### src/rtl/zone_pump_arbiter.sv
// ---------------------------------------------------------------------------
// zone_pump_arbiter
//
// Purpose:
//   Shares one irrigation pump between NUM_ZONES watering requesters. Zones
//   are served one at a time in round-robin order. For each grant the zone's
//   valve opens, settles for VALVE_SETTLE cycles with the pump off, the pump
//   runs for the requested duration, and then pump and valves stay off for
//   REST_CYCLES before the next arbitration. A requester that drops its
//   request while its valve is open aborts the grant (no done pulse).
//   A zero-length request completes immediately with a done pulse and no grant.
//
// Ports:
//   clk       in   system clock, all logic on posedge
//   rst_n     in   synchronous reset, active low
//   req       in   per-zone watering request, held until done/abort
//   req_time  in   per-zone duration, zone z = bits [z*TIME_W +: TIME_W]
//   grant     out  one-hot valve-open (zero when no grant)
//   pump_on   out  pump motor enable
//   done      out  one-cycle pulse per completed watering
//   busy      out  high whenever the arbiter is not idle
// ---------------------------------------------------------------------------
module zone_pump_arbiter #(
    parameter int NUM_ZONES    = 4,
    parameter int TIME_W       = 8,
    parameter int VALVE_SETTLE = 4,
    parameter int REST_CYCLES  = 16
) (
    input  logic                        clk,
    input  logic                        rst_n,
    input  logic [NUM_ZONES-1:0]        req,
    input  logic [NUM_ZONES*TIME_W-1:0] req_time,
    output logic [NUM_ZONES-1:0]        grant,
    output logic                        pump_on,
    output logic [NUM_ZONES-1:0]        done,
    output logic                        busy
);

    localparam int IDX_W = (NUM_ZONES > 1) ? $clog2(NUM_ZONES) : 1;

    typedef enum logic [1:0] {
        S_IDLE,
        S_OPEN,
        S_PUMP,
        S_REST
    } state_t;

    state_t               state_q, state_d;
    logic [TIME_W-1:0]    cnt_q, cnt_d;
    logic [TIME_W-1:0]    dur_q, dur_d;
    logic [IDX_W-1:0]     rr_q, rr_d;
    logic [NUM_ZONES-1:0] grant_q, grant_d;
    logic [NUM_ZONES-1:0] done_q, done_d;
    logic                 pump_q, pump_d;
    logic                 busy_q;

    logic                 found;
    logic [IDX_W-1:0]     sel;
    logic [IDX_W-1:0]     sel_next;
    logic [TIME_W-1:0]    sel_time;
    logic [NUM_ZONES-1:0] sel_onehot;

    // Round-robin pick: scan offsets from the highest down so the last hit
    // written is the requester closest to rr_q (rr_q itself has top priority).
    always_comb begin
        int               k;
        logic [IDX_W-1:0] k_idx;
        found = 1'b0;
        sel   = '0;
        k     = 0;
        k_idx = '0;
        for (int i = NUM_ZONES - 1; i >= 0; i--) begin
            k = int'(rr_q) + i;
            if (k >= NUM_ZONES) begin
                k = k - NUM_ZONES;
            end
            k_idx = IDX_W'(k);
            if (req[k_idx]) begin
                found = 1'b1;
                sel   = k_idx;
            end
        end
    end

    always_comb begin
        sel_time        = req_time[int'(sel)*TIME_W +: TIME_W];
        sel_onehot      = '0;
        sel_onehot[sel] = 1'b1;
        sel_next        = (int'(sel) == NUM_ZONES - 1) ? '0 : sel + 1'b1;
    end

    always_comb begin
        state_d = state_q;
        cnt_d   = cnt_q;
        dur_d   = dur_q;
        rr_d    = rr_q;
        grant_d = grant_q;
        pump_d  = pump_q;
        done_d  = '0;

        case (state_q)
            S_IDLE: begin
                grant_d = '0;
                pump_d  = 1'b0;
                if (found) begin
                    rr_d = sel_next;
                    if (sel_time == '0) begin
                        done_d = sel_onehot;
                    end else begin
                        state_d = S_OPEN;
                        grant_d = sel_onehot;
                        dur_d   = sel_time;
                        cnt_d   = TIME_W'(VALVE_SETTLE - 1);
                    end
                end
            end

            S_OPEN, S_PUMP: begin
                // grant_q is one-hot on the served zone, so masking req with
                // it tells us whether that zone still wants water.
                if ((req & grant_q) == '0) begin
                    state_d = S_REST;
                    grant_d = '0;
                    pump_d  = 1'b0;
                    cnt_d   = TIME_W'(REST_CYCLES - 1);
                end else if (cnt_q != '0) begin
                    cnt_d = cnt_q - 1'b1;
                end else if (state_q == S_OPEN) begin
                    state_d = S_PUMP;
                    pump_d  = 1'b1;
                    cnt_d   = dur_q - 1'b1;
                end else begin
                    state_d = S_REST;
                    grant_d = '0;
                    pump_d  = 1'b0;
                    done_d  = grant_q;
                    cnt_d   = TIME_W'(REST_CYCLES - 1);
                end
            end

            S_REST: begin
                grant_d = '0;
                pump_d  = 1'b0;
                if (cnt_q == '0) begin
                    state_d = S_IDLE;
                end else begin
                    cnt_d = cnt_q - 1'b1;
                end
            end

            default: begin
                state_d = S_IDLE;
                grant_d = '0;
                pump_d  = 1'b0;
            end
        endcase
    end

    always_ff @(posedge clk) begin
        if (!rst_n) begin
            state_q <= S_IDLE;
            cnt_q   <= '0;
            rr_q    <= '0;
            grant_q <= '0;
            pump_q  <= 1'b0;
            done_q  <= '0;
            busy_q  <= 1'b0;
        end else begin
            state_q <= state_d;
            cnt_q   <= cnt_d;
            rr_q    <= rr_d;
            grant_q <= grant_d;
            pump_q  <= pump_d;
            done_q  <= done_d;
            busy_q  <= (state_d != S_IDLE);
        end
    end

    // Latched duration is only read after it has been loaded, so it needs no reset.
    always_ff @(posedge clk) begin
        dur_q <= dur_d;
    end

    assign grant   = grant_q;
    assign pump_on = pump_q;
    assign done    = done_q;
    assign busy    = busy_q;

endmodule

### config.mk
export PLATFORM = sky130hd
export DESIGN_NAME = zone_pump_arbiter
export DESIGN_NICKNAME = d
export VERILOG_FILES = /design/src/rtl/zone_pump_arbiter.sv
export SDC_FILE = /design/constraint.sdc
export NUM_CORES = 1
export LEC_CHECK = 0
export ABC_CLOCK_PERIOD_IN_PS = 8400
export CAP_MARGIN = 20
export CORE_ASPECT_RATIO = 0.75
export CORE_MARGIN = 1.5
export CORE_UTILIZATION = 30
export CTS_CLUSTER_SIZE = 14
export DETAILED_ROUTE_END_ITERATION = 7
export GPL_TIMING_DRIVEN = 0
export PLACE_DENSITY = 0.51
export SKIP_LAST_GASP = 1
export SLEW_MARGIN = 20
export SYNTH_ARGS = -nofsm -noshare
export SYNTH_HDL_FRONTEND = slang
export SYNTH_SLANG_ARGS = --single-unit
export TNS_END_PERCENT = 20
### constraint.sdc
create_clock -name clk -period 8.4 [get_ports clk]
set_input_delay 1.68 -clock clk [delete_from_list [all_inputs] [get_ports clk]]
set_output_delay 1.68 -clock clk [all_outputs]
set_load 0.01 [all_outputs]
==> results of run 1 <==
==> final cells by class <==
class / count / area share, %
plain buffers: 14 / 2.86
clock buffers: 6 / 2.59
clock inverters: 2 / 0.357
inverters: 17 / 2.28
multi-input cells: 198 / 46.8
flip-flops and latches: 30 / 24.3
well taps: 98 / 4.38
repair buffers: 46 / 16.4
==> state kept, by name, summed over array words and instances, names as in the netlist <==
signal   flops
done         4
dur_q        8
rr_q         2
busy         1
grant        4
pump_on      1
state_q      2
cnt_q        8
==> power breakdown <==
group | internal, mW | switching, mW | total [mW] | leakage, nW
sequential | 0.210 | 0.0473 | 0.258 | 0.258
clock | 0.0573 | 0.0553 | 0.113 | 0.0450
combinational | 0.210 | 0.322 | 0.532 | 0.670
total | 0.478 | 0.425 | 0.902 | 0.974
==> critical path, stage by stage <==
cell	delay, ps
sky130_fd_sc_hd__clkdlybuf4s50_1	490
sky130_fd_sc_hd__nor2b_1	170
sky130_fd_sc_hd__o21bai_1	370
sky130_fd_sc_hd__clkbuf_1	340
sky130_fd_sc_hd__a21boi_0	150
sky130_fd_sc_hd__a211oi_1	400
sky130_fd_sc_hd__o22ai_1	190
sky130_fd_sc_hd__or4_4	490
sky130_fd_sc_hd__and2_4	180
sky130_fd_sc_hd__buf_6	130
sky130_fd_sc_hd__o41a_1	300
==> how the worst max path moves through the flow <==
stage,startpoint,endpoint,cells past startpoint
CTS,req[0],busy,11
global route,req[0],busy,11
finish,req[0],busy,11
floorplan,req[2],busy,11
global placement,req[0],busy,11
detailed placement,req[0],busy,11
==> cell families (layout without fill, tap and decap cells) <==
logic type / Yosys count / in the layout / share of synthesized area, %
AOI/OAI and AO/OA: 90 / 90 / 29.9
xor gates and xnor gates: 10 / 10 / 4.10
adders and majority gates: 10 / 10 / 5.85
buffers and inverters: 31 / 85 / 6.73
DFF: 30 / 30 / 31.8
muxes: 4 / 4 / 1.87
and+or+nand+nor: 84 / 84 / 19.7
==> synthesized netlist by cell type (2+ instances only) <==
master	n	area, um^2
sky130_fd_sc_hd__inv_1	16	60.1
sky130_fd_sc_hd__a22oi_1	4	30.0
sky130_fd_sc_hd__a21boi_0	19	143
sky130_fd_sc_hd__ha_1	10	125
sky130_fd_sc_hd__mux2i_1	4	40.0
sky130_fd_sc_hd__nand2_1	15	56.3
sky130_fd_sc_hd__clkbuf_1	10	37.5
sky130_fd_sc_hd__nand2b_1	2	12.5
sky130_fd_sc_hd__dfxtp_1	22	440
sky130_fd_sc_hd__xor2_1	4	35.0
sky130_fd_sc_hd__nor3_1	9	45.0
sky130_fd_sc_hd__nor2_1	20	75.1
sky130_fd_sc_hd__nor2b_1	2	12.5
sky130_fd_sc_hd__a21oi_1	8	40.0
sky130_fd_sc_hd__nand3_1	17	85.1
sky130_fd_sc_hd__nor4_1	2	12.5
sky130_fd_sc_hd__edfxtp_1	8	240
sky130_fd_sc_hd__o22ai_1	10	62.6
sky130_fd_sc_hd__xnor2_1	6	52.6
sky130_fd_sc_hd__and2_1	7	43.8
sky130_fd_sc_hd__o21ai_0	15	75.1
sky130_fd_sc_hd__a311oi_1	4	35.0
sky130_fd_sc_hd__buf_6	2	22.5
sky130_fd_sc_hd__a211oi_1	19	143
==> stage by stage <==
stage	total power, mW	utilization (%)	hold slack [ps]	setup slack, ps	area [um^2]
global placement	0.791	39.6	490	3320	2720
floorplan	0.640	-	486	4220	2140
detailed placement	0.794	39.6	497	3350	2720
finish	0.902	40.8	502	3650	2800
global route	0.992	40.8	538	3460	2800
CTS	0.910	40.8	513	3650	2800
==> metal layers <==
metal | vias to the layer above | routed length, um | GRT usage (%)
met5 | - | 0 | 0
met3 | 2 | 385 | 4.50
met2 | 64 | 2240 | 20.3
li1 | 1064 | - | -
met4 | 0 | 17 | 2.39
met1 | 913 | 3130 | 24.4
==> results by stage, run 1 <==
Synth:
- The flip-flop cell with the highest count after synthesis is sky130_fd_sc_hd__dfxtp_1.
- In the synthesized netlist, the number of instances is 259.
- The number of synthesized flops with an enable pin is 8.
- The sequential share of the synthesized area is 31.9%.
- After synthesis, the mean cell area works out to 8.25 um^2.
- The distinct cell type count after synthesis is 48.
- The Yosys step of the flow raised 0 warnings.
- Counting flops with an async set or reset pin after synthesis yields a share of 0%.
- After synthesis the cells add up to 0.00214 mm^2.
- The synthesized design contains 30 register bits.
- The number of nets in the synthesized netlist is 307.

Setup path:
- The setup slack on the worst flop-to-flop path is 5230 ps.
- The worst setup path is captured at a flip-flop.
- The biggest fanout along the worst timing path is 10.
- The critical path class is in -> reg.
- The launch point of the worst reg-to-reg path is rr_q[1].
- The capturing point of the worst reg2reg path is busy.
- For the worst flop-to-flop path, the logic depth is 11.
- The worst endpoint data arrival time is 4910 ps.
- The critical path data required time is 8570 ps.
- The critical path launch point type is a primary input.

GRT:
- The first global-routing pass estimated 9390 um of wire.
- The number of global-route vias before repair was 1890.
- The total global-route track usage is 15.4%.
- The initial antenna violation count came to 0.
- The largest net degree at the start of global routing is 12.
- After global routing the overflow that remains totals 0.

Clock tree:
- The clock tree from TritonCTS is yes.
- The post-CTS setup repair buffer count is 0.
- The quantity of hold-fixing buffers added after cts is 0.
- In this run, CTS created clock tree buffers numbering 5.
- The clock latency on the worst-skew pair is 280 ps.
- The TritonCTS sink count is 30.
- The H-tree generated during clock tree synthesis spans 2 levels.
- The clock input transition at the sequential cells of the worst setup and hold paths is 70 ps.
- The number of buffers on the longest clock path is 2.
- The count of instances resized after the clock tree is built is 0.
- The master cell of the clock root buffer is sky130_fd_sc_hd__clkbuf_8.

Die:
- 48 I/O pins were placed.
- The floorplan step defined a core boundary enclosing 0.00686 mm^2.
- The starting utilization of the core area is 31.1%.
- Row generation in the floorplan step produced 26 rows.
- The floorplan step set the die height to 76.1 um.
- The floorplan die area is 0.00764 mm^2.
- The die is 100 um wide.

Placement:
- The routability congestion estimate from global placement is 0.794.
- The cell count after placement is 403.
- The detailed-placement wirelength estimate is 4570 um.
- The count of buffers from port buffering is 46.

Final layout:
- The number of filler instances in the final layout is 712.
- Relative to the synthesized area, the layout overhead comes to 31.1%.
- Excluding fillers, the count of instances in the completed layout stands at 411.
- The final-stage net count is 360.
- The layout cell share with drive strength beyond 1 is 5.75%.
- The number of antenna repair diodes is 0.
- Leaving out fill and tap cells, the most frequent cells in the layout are sky130_fd_sc_hd__clkdlybuf4s50_1, sky130_fd_sc_hd__dfxtp_1, sky130_fd_sc_hd__nor2_1.
- The sequential cells in the finished layout cover a total of 681 um^2.
- The multi-input combinational cells in the finished layout cover a total of 0.00131 mm^2.
- The most common cell after layout, fill and taps aside is sky130_fd_sc_hd__clkdlybuf4s50_1.

Outcome:
- The run finished with clean final reports.

STA:
- The slew at the pin closest to its max-slew limit is 797 ps.
- The final setup skew is 5.05 ps.
- Summed over all failing endpoints, the final setup total negative slack is 0 ps.
- The total count of max-transition violations in the final report came to 0.
- Static timing analysis puts the maximum clock frequency at 211 MHz.
- Setup repair after global routing left no endpoint under its margin.
- The number of setup violations in the final report is 0.
- The final number of hold-violating endpoints is 0.
- The worst path in the final design needs a cycle of 4750 ps, including I/O delays and setup.
- The remaining max-slew budget at the tightest pin is 46.9%.
- Of the available clock period, the critical path in the final layout requires 56.5%.

Hold path:
- The path with the worst hold slack has its endpoint at grant[3].
- The worst hold path was traced through 2 stages.
- The startpoint identified for the worst hold timing path is grant[3].
- The type of the most critical hold path is reg -> reg.

Detailed routing:
- The routed wire length is 5770 um.
- The average via count per standard cell is 4.97.
- The via total after detailed routing is 2043.
- The count of routing violations after the opening detailed-route iteration is 92.
- The pre-antenna-repair detailed-routing pass consisted of 4 iterations.
- The detail route stage leaves a number of antenna-violating nets equal to 0.
- After detailed routing, the number of remaining DRC violations is 0.
- The routed length per instance is 14.0 um.

Power and ir drop:
- Power spread over the standard cell area amounts to 322 mW/mm^2.
- IR analysis of the VDD net gives a maximum drop of 91.1 uV.
- The static leakage is 0.974 nW.

Flow run:
- The tool flagged a number of max-cap violations equal to 0.
Note: power is estimated with default switching activity, not from simulation.
==> run 2, diff against run 1 <==
ABC_CLOCK_PERIOD_IN_PS = 4050   (was 8400)
PLACE_DENSITY = 0.53   (was 0.51)
clock period = 4.05 ns   (was 8.4 ns; I/O delays follow)
==> run 2 against run 1 <==
Worst setup slack worse by 3400 ps. Sequential power increased by 110%. Final cell count did not move. Total power increased by 110%. Hold slack worse by 9.0 ps. Global-route usage is essentially flat. Design area rose by 0.58%. Combinational power grew 110%. Largest cell class unchanged. Highest routed layer unchanged.
==> results by stage, run 2 (same netlist as run 1, synthesis figures left out) <==
Outcome:
- Status: finished, final reports clean (unchanged).

Die:
- The die boundary height is 76.1 um (unchanged).
- The starting utilization of the core area is 31.1% (unchanged).
- The number of placement rows came to 26 (unchanged).
- The number of top-level pins was 48 (unchanged).
- The floorplan die area came to 0.00764 mm^2 (unchanged).
- The placeable core area is 0.00686 mm^2 (unchanged).
- The width of the die is 100 um (unchanged).

Clock tree:
- The count of instances resized after the clock tree is built is 0 (unchanged).
- The number of H-tree levels is 2 (unchanged).
- The clock input transition at the sequential cells of the worst setup and hold paths is 70 ps (about the same).
- The number of buffers on the longest clock path was 2 (unchanged).
- The clock latency on the worst-skew pair was 290 ps (was 280 ps).
- The post-CTS setup repair buffer count was 0 (unchanged).
- The TritonCTS sink count came to 30 (unchanged).
- The master cell of the clock root buffer is sky130_fd_sc_hd__clkbuf_8 (unchanged).
- The clock tree from TritonCTS is yes (unchanged).
- The quantity of hold-fixing buffers added after cts came to 0 (unchanged).
- The number of clock buffers inserted by TritonCTS is 5 (unchanged).

Placement:
- The placed cell area is 0.00272 mm^2 (unchanged).
- The routability congestion estimate from global placement is 0.820 (was 0.794).
- The count of buffers from port buffering came to 46 (unchanged).
- The detailed-placement wirelength estimate is 4500 um (was 4570 um).

GRT:
- The total global-route track usage is 15.4% (about the same).
- The met1 usage is 24.5% (was 24.4%).
- The routing usage on met2 is 20.8% (was 20.3%).
- The met3 demand-to-capacity share in global routing came to 3.12% (was 4.50%).
- The global-route wire length before repair is 9390 um (unchanged).
- The sum of overflow across all layers after global routing is 0 (unchanged).
- The global-route layer with the greatest usage is met1 (unchanged).
- The largest net degree at the start of global routing is 12 (unchanged).
- The initial antenna violation count came to 0 (unchanged).
- The number of global-route vias before repair is 1882 (was 1890).

STA:
- The slew at the pin closest to its max-slew limit is 812 ps (was 797 ps).
- Counting I/O delays and the setup requirement, the final critical path takes 3830 ps.
- The final number of hold-violating endpoints was 0 (unchanged).
- The remaining max-slew budget at the tightest pin came to 45.4% (was 46.9%).
- The ratio of final minimum period to clock period is 94.6%.
- The final setup skew was 5.08 ps (was 5.05 ps).
- The total count of max-transition violations in the final report came to 0 (unchanged).
- The minimum hold slack is 493 ps (was 502 ps).
- The number of setup violations in the final report came to 0 (unchanged).
- The highest achievable clock rate is 261 MHz.
- Unrepaired setup endpoints after global routing: no (unchanged).
- The setup TNS is 0 ps (unchanged).

Detailed routing:
- The count of routing violations after the opening detailed-route iteration is 117 (was 92).
- The routed wire length is 5780 um (was 5770 um).
- The routed length per instance came to 14.1 um (was 14.0 um).
- The length of the first detailed-routing pass in iterations is 4 (unchanged).
- The DRC violations left is 0 (unchanged).
- The via total after detailed routing is 2035 (was 2043).
- The average via count per standard cell is 4.95 (was 4.97).
- The number of nets with antenna violations after detailed routing is 0 (unchanged).

Final layout:
- The post-layout instance area is 0.00282 mm^2 (was 0.00280 mm^2).
- The most common cell after layout, fill and taps aside is sky130_fd_sc_hd__clkdlybuf4s50_1 (unchanged).
- Largest registers: cnt_q (8), dur_q (8) (unchanged).
- The synthesis-to-layout area growth was 31.9% (was 31.1%).
- The final-stage net count is 360 (unchanged).
- The layout cell share with drive strength beyond 1 is 6.39% (was 5.75%).
- The number of antenna repair diodes is 0 (unchanged).
- Commonest cells after routing, fill and taps aside: sky130_fd_sc_hd__clkdlybuf4s50_1, sky130_fd_sc_hd__dfxtp_1, sky130_fd_sc_hd__nor2_1 (unchanged).

Setup path:
- The critical path launch point type is a primary input (unchanged).
- The element type at the critical path end is a flip-flop (unchanged).
- The slowest library cell on the worst path is sky130_fd_sc_hd__clkdlybuf4s50_1 (unchanged).
- The biggest fanout along the worst timing path came to 10 (unchanged).
- Cell chain of the critical path: clkdlybuf4s50_1, nor2b_1, and2b_1, nor3_1, clkinv_1, a211oi_1, o22ai_1, or4_4, and2_4, buf_6, o41a_1 (was clkdlybuf4s50_1, nor2b_1, o21bai_1, clkbuf_1, a21boi_0, a211oi_1, o22ai_1, or4_4, and2_4, buf_6, o41a_1).
- The worst endpoint data arrival time was 4000 ps (was 4910 ps).
- The setup slack on the worst flop-to-flop path is 910 ps (was 5230 ps).
- The biggest cell delay along the critical path is 600 ps (was 490 ps).
- The launch point of the worst reg-to-reg path is rr_q[1] (unchanged).
- The capturing point of the worst reg2reg path is busy (unchanged).
- The critical path data required time is 4220 ps (was 8570 ps).
- The critical path class is in -> reg (unchanged).
- The path depth of the worst reg2reg path is 10 (was 11).

Hold path:
- The hold path endpoint was grant[3] (unchanged).
- The worst hold path startpoint is grant[3] (unchanged).
- The number of cells traversed by the worst hold path came to 2 (unchanged).
- The type of the most critical hold path is reg -> reg (unchanged).

Flow run:
- The reported max-cap violation count came to 0 (unchanged).

Power and ir drop:
- The static leakage is 0.979 nW (was 0.974 nW).
- The maximum VDD drop is 212 uV (was 91.1 uV).
- The power per unit of standard cell area was 676 mW/mm^2 (was 322 mW/mm^2).
- The total power draw is 1.91 mW (was 0.902 mW).
run 2: changes by cell type in the layout (fill, tap and decap cells not counted), sizes merged:
| cell | before | now |
|---|---|---|
| clkinvlp | 0 | 1 |
| clkinv | 3 | 2 |
run 2: report_power, final:
part	internal [mW]	switching (mW)	leakage, nW	total [mW]
clock network	0.137	0.124	0.0472	0.260
logic	0.440	0.670	0.673	1.11
registers	0.436	0.100	0.258	0.536
total	1.01	0.893	0.979	1.91
run 2: layout make-up:
type,count,area (um^2)
sequential,30,681
tap,98,123
clock inverter,2,12.5
buffer,14,80.1
timing repair buffer,46,460
fill,701,4050
clock buffer,6,82.6
multi-input combinational,198,1320
inverter,17,63.8
run 2: how the worst max path moves through the flow:
stage | from | endpoint | slack [ps] | cells after the start
floorplan | req[2] | busy | 740 | 11
global placement | req[0] | busy | -140 | 11
detailed placement | req[0] | busy | -100 | 11
CTS | req[0] | busy | 190 | 11
global route | req[0] | busy | 3 | 12
finish | req[1] | busy | 220 | 11
run 2: per-stage QoR:
| step | utilization, % | cells | worst slack (ps) |
|---|---|---|---|
| after global routing | 41.1 | 411 | 2.70 |
| after floorplan | - | 259 | 740 |
| after detailed placement | 39.6 | 403 | -99.5 |
| final | 41.1 | 411 | 220 |
| after CTS | 41.0 | 411 | 186 |
| after global placement | 39.6 | 403 | -140 |
run 2: critical path, delay by kind of cell:
kind                   cells  cell delay [ps]
and+or+nand+nor            5             1310
AOI/OAI and AO/OA          3              810
buffers and inverters      3             1070
run 2: layer usage:
layer | up-vias | wire length [um]
met1 | 905 | 3090
met3 | 3 | 334
met2 | 62 | 2340
met5 | - | 0
met4 | 0 | 15
li1 | 1065 | -
==> run 3, diff against run 2 <==
PLACE_DENSITY = 0.56   (was 0.53)
==> run 3 against run 2 <==
Non-clock buffer count unchanged. Largest power group unchanged. Global-route usage decreased by 0.41 points. Hold slack improved by 2.9 ps. Final cell count unchanged. Sequential power about the same. Register-to-register slack got worse by 30 ps. Critical endpoint unchanged. Wire length decreased by 4.5%. Clock skew increased by 4.1 ps. Combinational power about the same. Highest routed layer unchanged. Via count increased by 1.0%. Clock power about the same.
==> results by stage, run 3 (same netlist as run 1, synthesis figures left out) <==
Outcome:
- Status: finished, final reports clean (unchanged).

Flow run:
- The reported max-cap violation count came to 0 (unchanged).

Setup path:
- The setup slack on the worst flop-to-flop path is 880 ps (was 910 ps).
- The slowest library cell on the worst path is sky130_fd_sc_hd__or4_4 (was sky130_fd_sc_hd__clkdlybuf4s50_1).
- The critical path class is in -> reg (unchanged).
- The path depth of the worst reg2reg path is 11 (was 10).
- Cell chain of the critical path: clkdlybuf4s50_1, nor2b_1, o21bai_1, clkbuf_1, a21boi_0, a211oi_1, o22ai_1, or4_4, and2_4, buf_6, o41a_1 (was clkdlybuf4s50_1, nor2b_1, and2b_1, nor3_1, clkinv_1, a211oi_1, o22ai_1, or4_4, and2_4, buf_6, o41a_1).
- The critical path's top delay family is compound AO/OA/AOI/OAI gates (was simple AND/OR/NAND/NOR gates).
- The critical path depth in cells was 11 (unchanged).
- The critical path launch point type was a primary input (unchanged).
- The buffer and inverter count on the worst path is 3 (unchanged).
- The element type at the critical path end is a flip-flop (unchanged).
- The capturing point of the worst reg2reg path is busy (unchanged).
- The critical path data required time is 4220 ps (about the same).
- The biggest fanout along the worst timing path is 10 (unchanged).
- The critical path startpoint is req[0] (was req[1]).
- The timing endpoint of the critical path is busy (unchanged).
- The worst endpoint data arrival time is 4050 ps (was 4000 ps).
- The launch point of the worst reg-to-reg path is rr_q[1] (unchanged).
- The biggest cell delay along the critical path is 590 ps (was 600 ps).

Detailed routing:
- The average via count per standard cell is 5.00 (was 4.95).
- The DRC violations left was 0 (unchanged).
- The routed wire length came to 5520 um (was 5780 um).
- The number of nets with antenna violations after detailed routing was 0 (unchanged).
- The length of the first detailed-routing pass in iterations came to 4 (unchanged).
- The count of routing violations after the opening detailed-route iteration is 113 (was 117).
- The routed length per instance is 13.4 um (was 14.1 um).
- The via total after detailed routing is 2056 (was 2035).

Die:
- The number of placement rows is 26 (unchanged).
- The placeable core area is 0.00686 mm^2 (unchanged).
- The starting utilization of the core area is 31.1% (unchanged).
- The width of the die is 100 um (unchanged).
- The die boundary height was 76.1 um (unchanged).
- The number of top-level pins came to 48 (unchanged).
- The floorplan die area is 0.00764 mm^2 (unchanged).

Power and ir drop:
- The part of the power in combinational logic is 57.9% (was 58.2%).
- The share of power burned in registers came to 28.3% (was 28.1%).
- The switching component of the power is 0.880 mW (was 0.893 mW).
- The switching power share of the total is 46.6% (was 46.9%).
- The clock network fraction of design power is 13.8% (was 13.7%).
- The internal power is 1.01 mW (about the same).
- The maximum VDD drop is 228 uV (was 212 uV).
- The static leakage is 0.980 nW (was 0.979 nW).
- The power per unit of standard cell area was 671 mW/mm^2 (was 676 mW/mm^2).

Clock tree:
- The clock input transition at the sequential cells of the worst setup and hold paths was 70 ps (about the same).
- The clock latency on the worst-skew pair is 290 ps (about the same).
- The clock tree from TritonCTS is yes (unchanged).
- The quantity of hold-fixing buffers added after cts is 0 (unchanged).
- The TritonCTS sink count is 30 (unchanged).
- The number of H-tree levels is 2 (unchanged).
- The master cell of the clock root buffer is sky130_fd_sc_hd__clkbuf_8 (unchanged).
- The post-CTS setup repair buffer count is 0 (unchanged).
- The number of clock buffers inserted by TritonCTS is 5 (unchanged).
- The number of buffers on the longest clock path is 2 (unchanged).
- The count of instances resized after the clock tree is built is 0 (unchanged).

GRT:
- The met3 demand-to-capacity share in global routing is 4.59% (was 3.12%).
- The global-route wire length before repair is 9110 um (was 9390 um).
- The global-route layer with the greatest usage is met1 (unchanged).
- The met1 usage is 23.4% (was 24.5%).
- The number of global-route vias before repair was 1915 (was 1882).
- The sum of overflow across all layers after global routing is 0 (unchanged).
- The total global-route track usage is 15.0% (was 15.4%).
- The largest net degree at the start of global routing is 12 (unchanged).
- The routing usage on met2 is 19.7% (was 20.8%).
- The initial antenna violation count is 0 (unchanged).

Final layout:
- The synthesis-to-layout area growth is 31.7% (was 31.9%).
- Commonest cells after routing, fill and taps aside: sky130_fd_sc_hd__clkdlybuf4s50_1, sky130_fd_sc_hd__dfxtp_1, sky130_fd_sc_hd__nor2_1 (unchanged).
- The layout cell share with drive strength beyond 1 is 6.07% (was 6.39%).
- The most common cell after layout, fill and taps aside was sky130_fd_sc_hd__clkdlybuf4s50_1 (unchanged).
- The number of antenna repair diodes is 0 (unchanged).
- Largest registers: cnt_q (8), dur_q (8) (unchanged).
- The count of placed standard cells in the final layout, fillers left out is 411 (unchanged).
- The final cell utilization of the core is 41.0% (was 41.1%).
- The final-stage net count came to 360 (unchanged).

Hold path:
- The worst hold path startpoint is grant[3] (unchanged).
- The type of the most critical hold path is reg -> reg (unchanged).

Placement:
- The routability congestion estimate from global placement is 0.829 (was 0.820).
- The detailed-placement wirelength estimate was 4290 um (was 4500 um).
- The count of buffers from port buffering is 46 (unchanged).
- The cell count after placement is 403 (unchanged).

STA:
- The slew at the pin closest to its max-slew limit is 809 ps (was 812 ps).
- The setup TNS was 0 ps (unchanged).
- Unrepaired setup endpoints after global routing: no (unchanged).
- The number of setup violations in the final report was 0 (unchanged).
- The ratio of final minimum period to clock period is 95.8% (was 94.6%).
- The highest achievable clock rate is 258 MHz (was 261 MHz).
- The remaining max-slew budget at the tightest pin is 46.0% (was 45.4%).
- The total count of max-transition violations in the final report was 0 (unchanged).
- The final number of hold-violating endpoints came to 0 (unchanged).
- The final period demand of the worst path came to 3880 ps (was 3830 ps).
- The final setup skew was 9.15 ps (was 5.08 ps).
run 3: cell types whose count changed in the layout (fill, tap and decap cells not counted):
cell                         delta
sky130_fd_sc_hd__clkinvlp_4     -1
sky130_fd_sc_hd__inv_4          +1
sky130_fd_sc_hd__o21bai_1       +1
sky130_fd_sc_hd__o21bai_2       -1
run 3: worst register-to-register path, stage by stage, from the launching register on:
cell and delay, ps:
sky130_fd_sc_hd__dfxtp_1 420, sky130_fd_sc_hd__nand2_2 70, sky130_fd_sc_hd__a221o_1 410, sky130_fd_sc_hd__and2_1 180, sky130_fd_sc_hd__buf_6 130, sky130_fd_sc_hd__buf_8 140, sky130_fd_sc_hd__a211oi_1 410, sky130_fd_sc_hd__o22ai_1 200
sky130_fd_sc_hd__or4_4 470, sky130_fd_sc_hd__and2_4 180, sky130_fd_sc_hd__buf_6 130, sky130_fd_sc_hd__o41a_1 310
run 3: layout make-up:
cell class                 count  area, um^2
timing repair buffer          46         460
clock buffer                   6        82.6
fill                         715        4050
multi-input combinational    198        1310
sequential                    30         681
buffer                        14        80.1
clock inverter                 2        11.3
tap                           98         123
inverter                      17        63.8
run 3: worst min-delay path by stage:
stage / end / depth (start not counted)
2_1_floorplan: cnt_q[7] / 2
3_5_place_dp: grant[3] / 2
4_1_cts: grant[3] / 2
3_3_place_gp: grant[3] / 2
5_1_grt: grant[2] / 2
6_report: grant[3] / 2
run 3: power groups by stage:
stage	clock, mW	sequential, mW	combinational (mW)
finish	0.260	0.535	1.09
global route	0.288	0.550	1.23
CTS	0.270	0.535	1.10
detailed placement	0	0.541	1.09
global placement	0	0.542	1.09
floorplan	0	0.522	0.805
run 3: per-layer routing:
metal / part of all wire (%) / vias to the layer above
met5: 0 / -
met2: 39 / 59
li1: - / 1061
met3: 6.2 / 5
met4: 0.67 / 0
met1: 54 / 931
run 3: per-stage QoR:
stage / cell area (um^2) / setup WS [ps] / hold slack (ps) / power, mW
floorplan: 2140 / 740 / 486 / 1.33
global placement: 2720 / -152 / 486 / 1.63
detailed placement: 2720 / -94.5 / 488 / 1.63
CTS: 2810 / 216 / 503 / 1.90
global route: 2810 / 29.3 / 542 / 2.07
finish: 2810 / 170 / 496 / 1.89
